==> src/rtl/wb_xbar_pkg.sv <==
`default_nettype none
// ============================================================================
// Module   : wb_xbar_pkg
// Purpose  : Shared types, default address map and width helper for the
//            single-master Wishbone interconnect.
// Revision : 1.0 - initial release
// ============================================================================
package wb_xbar_pkg;

    typedef enum logic [1:0] {
        ST_IDLE = 2'd0,
        ST_BUSY = 2'd1,
        ST_RESP = 2'd2
    } xbar_state_e;

    localparam logic [31:0] MEM_START     = 32'h0000_0000;
    localparam logic [31:0] MEM_END       = 32'h000f_ffff;
    localparam logic [31:0] UART_START    = 32'h0010_0000;
    localparam logic [31:0] UART_END      = 32'h0010_0000;
    localparam logic [31:0] DISPLAY_START = 32'h0100_0000;
    localparam logic [31:0] DISPLAY_END   = 32'h0100_0000;
    localparam logic [31:0] UART_RX_START = 32'h1000_0000;
    localparam logic [31:0] UART_RX_END   = 32'h1000_0004;

    // Never returns less than 1 so that single-entry cases still get a real vector.
    function automatic int clog2(input int value);
        int w;
        w = 1;
        while ((1 << w) < value) begin
            w = w + 1;
        end
        return w;
    endfunction

endpackage
`default_nettype wire

==> src/rtl/wb_xbar_decode.sv <==
`default_nettype none
// ============================================================================
// Module   : wb_xbar_decode
// Purpose  : Combinational priority address decoder; lowest slave index
//            wins where ranges overlap.
// Revision : 1.0 - initial release
// ============================================================================
module wb_xbar_decode
    import wb_xbar_pkg::*;
#(
    parameter int                          N_SLAVES  = 4,
    parameter int                          ADR_W     = 32,
    parameter logic [N_SLAVES*ADR_W-1:0]   SLV_START = '0,
    parameter logic [N_SLAVES*ADR_W-1:0]   SLV_END   = '0,
    parameter int                          IDX_W     = clog2(N_SLAVES)
) (
    input  logic [ADR_W-1:0] i_adr,
    output logic             o_hit,
    output logic [IDX_W-1:0] o_index,
    output logic             o_miss
);

    logic [N_SLAVES-1:0] w_in_range;

    // Offset-from-start compare keeps each range test a single unsigned compare.
    for (genvar gi = 0; gi < N_SLAVES; gi++) begin : g_range
        localparam logic [ADR_W-1:0] c_START = SLV_START[gi*ADR_W +: ADR_W];
        localparam logic [ADR_W-1:0] c_SPAN  = SLV_END[gi*ADR_W +: ADR_W] - c_START;
        assign w_in_range[gi] = ((i_adr - c_START) <= c_SPAN);
    end

    always_comb begin
        o_index = '0;
        for (int i = N_SLAVES - 1; i >= 0; i--) begin
            if (w_in_range[i]) begin
                o_index = IDX_W'(i);
            end
        end
    end

    assign o_hit  = |w_in_range;
    assign o_miss = ~o_hit;

endmodule
`default_nettype wire

==> src/rtl/wb_xbar_n.sv <==
`default_nettype none
// ============================================================================
// Module   : wb_xbar_n
// Purpose  : Single-master, N-slave Wishbone classic interconnect with a
//            registered grant, per-transaction timeout and fault capture.
// Revision : 1.0 - initial release
// ============================================================================
module wb_xbar_n
    import wb_xbar_pkg::*;
#(
    parameter int                        N_SLAVES       = 4,
    parameter int                        ADR_W          = 32,
    parameter int                        DAT_W          = 32,
    parameter logic [N_SLAVES*ADR_W-1:0] SLV_START      = {UART_RX_START, DISPLAY_START,
                                                           UART_START, MEM_START},
    parameter logic [N_SLAVES*ADR_W-1:0] SLV_END        = {UART_RX_END, DISPLAY_END,
                                                           UART_END, MEM_END},
    parameter int                        TIMEOUT_CYCLES = 255,
    parameter bit                        UNMAPPED_ERR   = 1'b0
) (
    input  logic                      clk,
    input  logic                      rst,
    input  logic [ADR_W-1:0]          cpu_adr,
    input  logic [DAT_W-1:0]          cpu_dat_o,
    input  logic                      cpu_we,
    input  logic                      cpu_cyc,
    input  logic                      cpu_stb,
    output logic [DAT_W-1:0]          cpu_dat_i,
    output logic                      cpu_ack,
    output logic                      cpu_err,
    output logic [N_SLAVES*ADR_W-1:0] slv_adr,
    output logic [N_SLAVES*DAT_W-1:0] slv_dat_o,
    output logic [N_SLAVES-1:0]       slv_we,
    output logic [N_SLAVES-1:0]       slv_cyc,
    output logic [N_SLAVES-1:0]       slv_stb,
    input  logic [N_SLAVES*DAT_W-1:0] slv_dat_i,
    input  logic [N_SLAVES-1:0]       slv_ack,
    output logic                      err_valid,
    output logic [ADR_W-1:0]          err_adr,
    output logic                      err_timeout
);

    localparam int                 c_IDX_W   = clog2(N_SLAVES);
    localparam int                 c_CNT_W   = clog2(TIMEOUT_CYCLES + 1);
    localparam bit                 c_TO_EN   = (TIMEOUT_CYCLES != 0);
    localparam logic [c_CNT_W-1:0] c_TO_LAST = c_CNT_W'(TIMEOUT_CYCLES - 1);

    xbar_state_e          state_q, state_d;
    logic [c_IDX_W-1:0]   grant_q, grant_d;
    logic [c_CNT_W-1:0]   cnt_q, cnt_d;
    logic                 cause_q, cause_d;
    logic                 err_valid_q, err_valid_d;
    logic [ADR_W-1:0]     err_adr_q, err_adr_d;
    logic                 err_timeout_q, err_timeout_d;

    logic                 w_hit;
    logic                 w_miss;
    logic [c_IDX_W-1:0]   w_index;
    logic [DAT_W-1:0]     w_slv_dat [N_SLAVES];

    wb_xbar_decode #(
        .N_SLAVES  (N_SLAVES),
        .ADR_W     (ADR_W),
        .SLV_START (SLV_START),
        .SLV_END   (SLV_END),
        .IDX_W     (c_IDX_W)
    ) u_decode (
        .i_adr     (cpu_adr),
        .o_hit     (w_hit),
        .o_index   (w_index),
        .o_miss    (w_miss)
    );

    for (genvar gi = 0; gi < N_SLAVES; gi++) begin : g_unpack
        assign w_slv_dat[gi] = slv_dat_i[gi*DAT_W +: DAT_W];
    end

    assign slv_adr   = {N_SLAVES{cpu_adr}};
    assign slv_dat_o = {N_SLAVES{cpu_dat_o}};
    assign slv_we    = {N_SLAVES{cpu_we}};
    assign slv_cyc   = {N_SLAVES{cpu_cyc}};

    always_comb begin
        state_d       = state_q;
        grant_d       = grant_q;
        cnt_d         = '0;
        cause_d       = cause_q;
        err_valid_d   = err_valid_q;
        err_adr_d     = err_adr_q;
        err_timeout_d = err_timeout_q;
        slv_stb       = '0;
        cpu_ack       = 1'b0;
        cpu_err       = 1'b0;
        cpu_dat_i     = '0;

        case (state_q)
            ST_IDLE: begin
                if (cpu_cyc && cpu_stb) begin
                    if (w_hit) begin
                        grant_d = w_index;
                        state_d = ST_BUSY;
                    end
                    if (w_miss) begin
                        cause_d = 1'b0;
                        state_d = ST_RESP;
                    end
                end
            end

            ST_BUSY: begin
                cpu_dat_i = w_slv_dat[grant_q];
                if (!cpu_cyc) begin
                    state_d = ST_IDLE;
                end else begin
                    slv_stb[grant_q] = cpu_stb;
                    cpu_ack          = slv_ack[grant_q];
                    // A late ACK on the final allowed cycle still completes normally.
                    if (slv_ack[grant_q]) begin
                        state_d = ST_IDLE;
                    end else if (c_TO_EN && (cnt_q == c_TO_LAST)) begin
                        cause_d = 1'b1;
                        state_d = ST_RESP;
                    end else begin
                        cnt_d = cnt_q + c_CNT_W'(1);
                    end
                end
            end

            ST_RESP: begin
                if (cpu_cyc) begin
                    cpu_ack       = ~UNMAPPED_ERR;
                    cpu_err       = UNMAPPED_ERR;
                    err_valid_d   = 1'b1;
                    err_adr_d     = cpu_adr;
                    err_timeout_d = cause_q;
                end
                state_d = ST_IDLE;
            end

            default: begin
                state_d = ST_IDLE;
            end
        endcase
    end

    always_ff @(posedge clk) begin
        if (!rst) begin
            state_q       <= ST_IDLE;
            grant_q       <= '0;
            cnt_q         <= '0;
            cause_q       <= 1'b0;
            err_valid_q   <= 1'b0;
            err_adr_q     <= '0;
            err_timeout_q <= 1'b0;
        end else begin
            state_q       <= state_d;
            grant_q       <= grant_d;
            cnt_q         <= cnt_d;
            cause_q       <= cause_d;
            err_valid_q   <= err_valid_d;
            err_adr_q     <= err_adr_d;
            err_timeout_q <= err_timeout_d;
        end
    end

    assign err_valid   = err_valid_q;
    assign err_adr     = err_adr_q;
    assign err_timeout = err_timeout_q;

endmodule
`default_nettype wire

==> config.mk <==
export PLATFORM = sky130hd
export DESIGN_NAME = wb_xbar_n
export DESIGN_NICKNAME = d
export VERILOG_FILES = /design/src/rtl/wb_xbar_pkg.sv /design/src/rtl/wb_xbar_decode.sv /design/src/rtl/wb_xbar_n.sv
export SDC_FILE = /design/constraint.sdc
export NUM_CORES = 1
export LEC_CHECK = 0
export BUFFER_PORTS_ARGS = -buffer_cell sky130_fd_sc_hd__buf_2
export CELL_PAD_IN_SITES_DETAIL_PLACEMENT = 2
export CELL_PAD_IN_SITES_GLOBAL_PLACEMENT = 2
export CORE_AREA = 2 2 206 208
export DETAILED_ROUTE_END_ITERATION = 8
export DIE_AREA = 0 0 208 210
export GPL_TIMING_DRIVEN = 0
export HOLD_SLACK_MARGIN = 0.05
export PLACE_DENSITY = 0.63
export SYNTH_ARGS = -nofsm -noshare
export SYNTH_HDL_FRONTEND = slang
export SYNTH_SLANG_ARGS = --single-unit
==> constraint.sdc <==
create_clock -name clk -period 2.2 [get_ports clk]
set_clock_uncertainty 0.15 [all_clocks]
set_input_delay 0.33 -clock clk [delete_from_list [all_inputs] [get_ports clk]]
set_output_delay 0.33 -clock clk [all_outputs]
set_load 0.01 [all_outputs]
==> metrics.md <==
| Metric | Value |
|---|---|
| Number of max-cap violations | `0` |
| Clock share of power | `28.2%` |
| Sw Ratio | `roughly a third` |
| Fin crit period | `around 2.2 ns` |
| CP Depth | `5` |
| WL/cell | `~17 microns` |
| Hold Path Cell Cnt | `3` |
| Hold Fails Final Rpt | `0` |
| Syn Nets | `about 820` |
| Max VDD drop | `between 0.2 and 0.3 mV` |
| CP Capture Type | `output pin` |
| Synth cell count leaders | `265 x buf_4, 80 x nand2_1, 47 x dfxtp_1` |
| Synthesized area per cell | `8.51 sq um` |
| Final Slew Violations | `0` |
| Antenna violations before repair | `4` |
| Die W | `~210 microns` |
| Worst reg-to-reg path cell count | `6` |
| # hold bufs at CTS | `0` |
| Core ar. | `41500 sq um` |
| # nets final | `between 1000 and 1500` |
| Synth Cell Area | `about 5200 sq um` |
| Crit-path cells | `clkbuf_16, buf_12, mux4_2, and2_4, buf_6` |
| Critical Path RT | `about 1.7 ns` |
| Crit Path Max Fanout | `5` |
| Total Power | `2.97 mW` |
| Crit path kind | `flip-flop to output pin` |
| Drt via density | `3.57` |
| Total clock sinks | `47` |
| Syn-to-layout area delta | `75.7%` |
| Root buffer cell | `clkbuf_16` |
| Hold Path Class | `input port to flip-flop` |
| Gr usage total | `between 10% and 20%` |
| Largest net degree at the start of global routing | `18` |
| Synth area leaders | `buf_4 38%, dfxtp_1 18%, mux4_2 14%` |
| Power density cells | `roughly 320 nW/um^2` |
| Placer Congestion | `0.764` |
| Setup crit start kind | `flip-flop` |
| Post-DRT Antenna Nets | `0` |
| Ys flop type | `dfxtp_1` |
| Setup slack after layout | `-0.0415 ns` |
| Status | `complete, but fails checks` |
| Die Y | `between 200 and 250 microns` |
| Logic pwr share | `roughly two fifths` |
| Post-synth top area share | `38.2%` |
| Vias in the first global route | `around 6300` |
| CTS tree | `done` |
| Clk slew on worst S/H paths | `roughly 0.070 ns` |
| Crit-path max cell delay | `~0.50 ns` |
| Crit share post-route | `102%` |
| Initial DRC count | `~130` |
| Worst-case clock buffer depth | `2` |
| Insertion delay of the later-clocked pin in the worst-skew pair | `about 0.3 ns` |
| Final setup fails | `24` |
| Crit-path leading delay family | `multiplexers` |
| Port Buf Inserts | `500` |
| CTS Buf Count | `5` |
| Worst Path Arrival | `approximately 1.8 ns` |
| Yosys reg bits | `47` |
| Drt drc | `0` |
| DR pass1 iterations | `4` |
| Max Fclk | `~450 MHz` |
| Sequential share of power | `a little under a third` |
| Io pins | `537` |
| Starting density of the core | `between 10% and 20%` |
| Mapped Cells | `roughly 610` |
| Failing checks | `negative setup slack` |
| Rows | `75` |
| Post-synth EDFFs | `0` |
| Hpwl dp | `23700 microns` |
| Internal power | `~2.0 mW` |
| Sequential area share after synthesis | `18.1%` |
| DRT Wirelength | `approximately 28000 microns` |
| Async SR Flop Fraction | `0%` |
| Die area | `~44000 sq um` |
| Top cell type by total area after synthesis | `buf_4` |
| Slew @ Worst Pin | `about 0.61 ns` |
| Slew margin rel. | `between 50% and 60%` |
| Buf+Inv Stages, Crit Path | `3` |
| First-pass GRT wire length | `around 40000 microns` |
| Total congestion overflow | `0` |
| H-tree depth | `2` |
| Share of cells above drive strength 1 | `slightly below 80%` |
| Setup repair after global routing missed its margin | `true` |
| Post-synth cell types | `45` |
| Crit path max-delay cell type | `mux4_2` |
| Fin Hold WS | `~0.17 ns` |
| Warnings, synthesis | `0` |
| Worst slack, placed | `-0.605 ns` |
| Vias post-DR | `5979` |
| Leakage Power | `4.67 nW` |
| NetSw | `slightly below 1 mW` |
| Top-count cell post-synth | `buf_4` |
[power groups by stage]
stage	Sequential (mW)	Clock [mW]	Combinational (mW)
after detailed placement	0.918	0	1.24
after global routing	0.902	0.920	1.34
after floorplan	0.931	0	0.645
after CTS	0.897	0.894	1.26
after global placement	0.917	0	1.21
final	0.897	0.837	1.23
[kinds of logic after synthesis]
logic type,Yosys count,synth area share (%)
other,1,0.0721
adder cells (fa/ha/maj),5,1.20
flip-flops,47,18.1
buffers and inverters,294,40.4
multiplexers,35,14.7
XOR/XNOR,6,1.01
AO/OA/AOI/OAI,52,7.79
AND/OR/NAND/NOR,171,16.7
[sequential cells by signal (all words and copies together), names as in the netlist]
signal	cells
err_adr	32
grant_q	2
cnt_q	8
state_q	2
err_valid	1
err_timeout	1
cause_q	1
[tightest hold or removal path: stages]
cell      delay [ns]
buf_8           0.11
nand2_1         0.05
a21boi_0        0.07
[placed cells by master, fill, tap and decap left out, types with 2 or more instances in the layout]
master,synthesis,layout
o21ai_0,3,2
inv_1,4,4
and3_1,4,3
clkbuf_8,0,3
xnor2_1,3,3
clkbuf_16,0,8
nand2_1,80,79
nand4_1,4,4
a21oi_1,3,3
clkbuf_1,20,9
nor3_1,4,4
ha_1,5,4
a21boi_0,34,33
mux4_2,33,33
nor2_1,19,19
nand3_1,6,5
buf_2,4,477
and2_1,33,9
nor4b_1,3,3
buf_4,265,277
buf_12,0,5
nand3b_1,3,3
nor4_2,4,3
xor2_1,3,3
o21a_1,2,2
nor4_1,3,3
clkbuf_2,0,3
dfxtp_1,47,45
buf_8,0,2
buf_6,0,25
and2_4,0,24
[area by class of cell]
cell class                      count  area (sq um)
Fill cell                        4979         32300
Timing Repair Buffer              516          2850
Multi-Input combinational cell    270          2270
Buffer                            290          2230
Sequential cell                    47           946
Tap cell                          539           674
Clock buffer                        5           125
Clock inverter                      3          27.5
Inverter                            4          15.0
Antenna cell                        1          2.50
[stage by stage]
step	cell area (sq um)	utilization (%)	TNS (ns)	cells
global placement	8380	20.2	-14.19	1650
floorplan	5200	-	0	611
CTS	8940	21.6	-1.58	1670
finish	9140	22.0	-0.401	1675
global route	9140	22.0	-2.59	1674
detailed placement	8380	20.2	-14.70	1650
[per-layer routing]
| metal | track usage, % | wire, microns |
|---|---|---|
| met5 | 0 | 27 |
| met4 | 1.81 | 262 |
| met3 | 3.19 | 1970 |
| met2 | 22.3 | 14800 |
| met1 | 13.6 | 10600 |
[what timing repair did]
item / 4_1_cts / 5_1_grt
setup endpoints to repair: 41 / 49
pin swaps: 18 / 5
gates resized for setup: 80 / 44
cloned: 2 / 2
buffers inserted: 10 / 3
[path summary, 6_finish.rpt]
check / start / end / slack (ns)
setup reg to reg: grant_q[0]$_SDFFE_PN0P_ / state_q[1]$_SDFFE_PN0P_ / 0.16
setup / recovery: grant_q[0]$_SDFFE_PN0P_ / cpu_dat_i[18] / -0.04
hold reg to reg: err_timeout$_SDFFE_PN0P_ / err_timeout$_SDFFE_PN0P_ / 0.32
hold / removal: cpu_adr[4] / err_adr[4]$_SDFFE_PN0P_ / 0.17
Note: power is estimated with default switching activity, not from simulation.
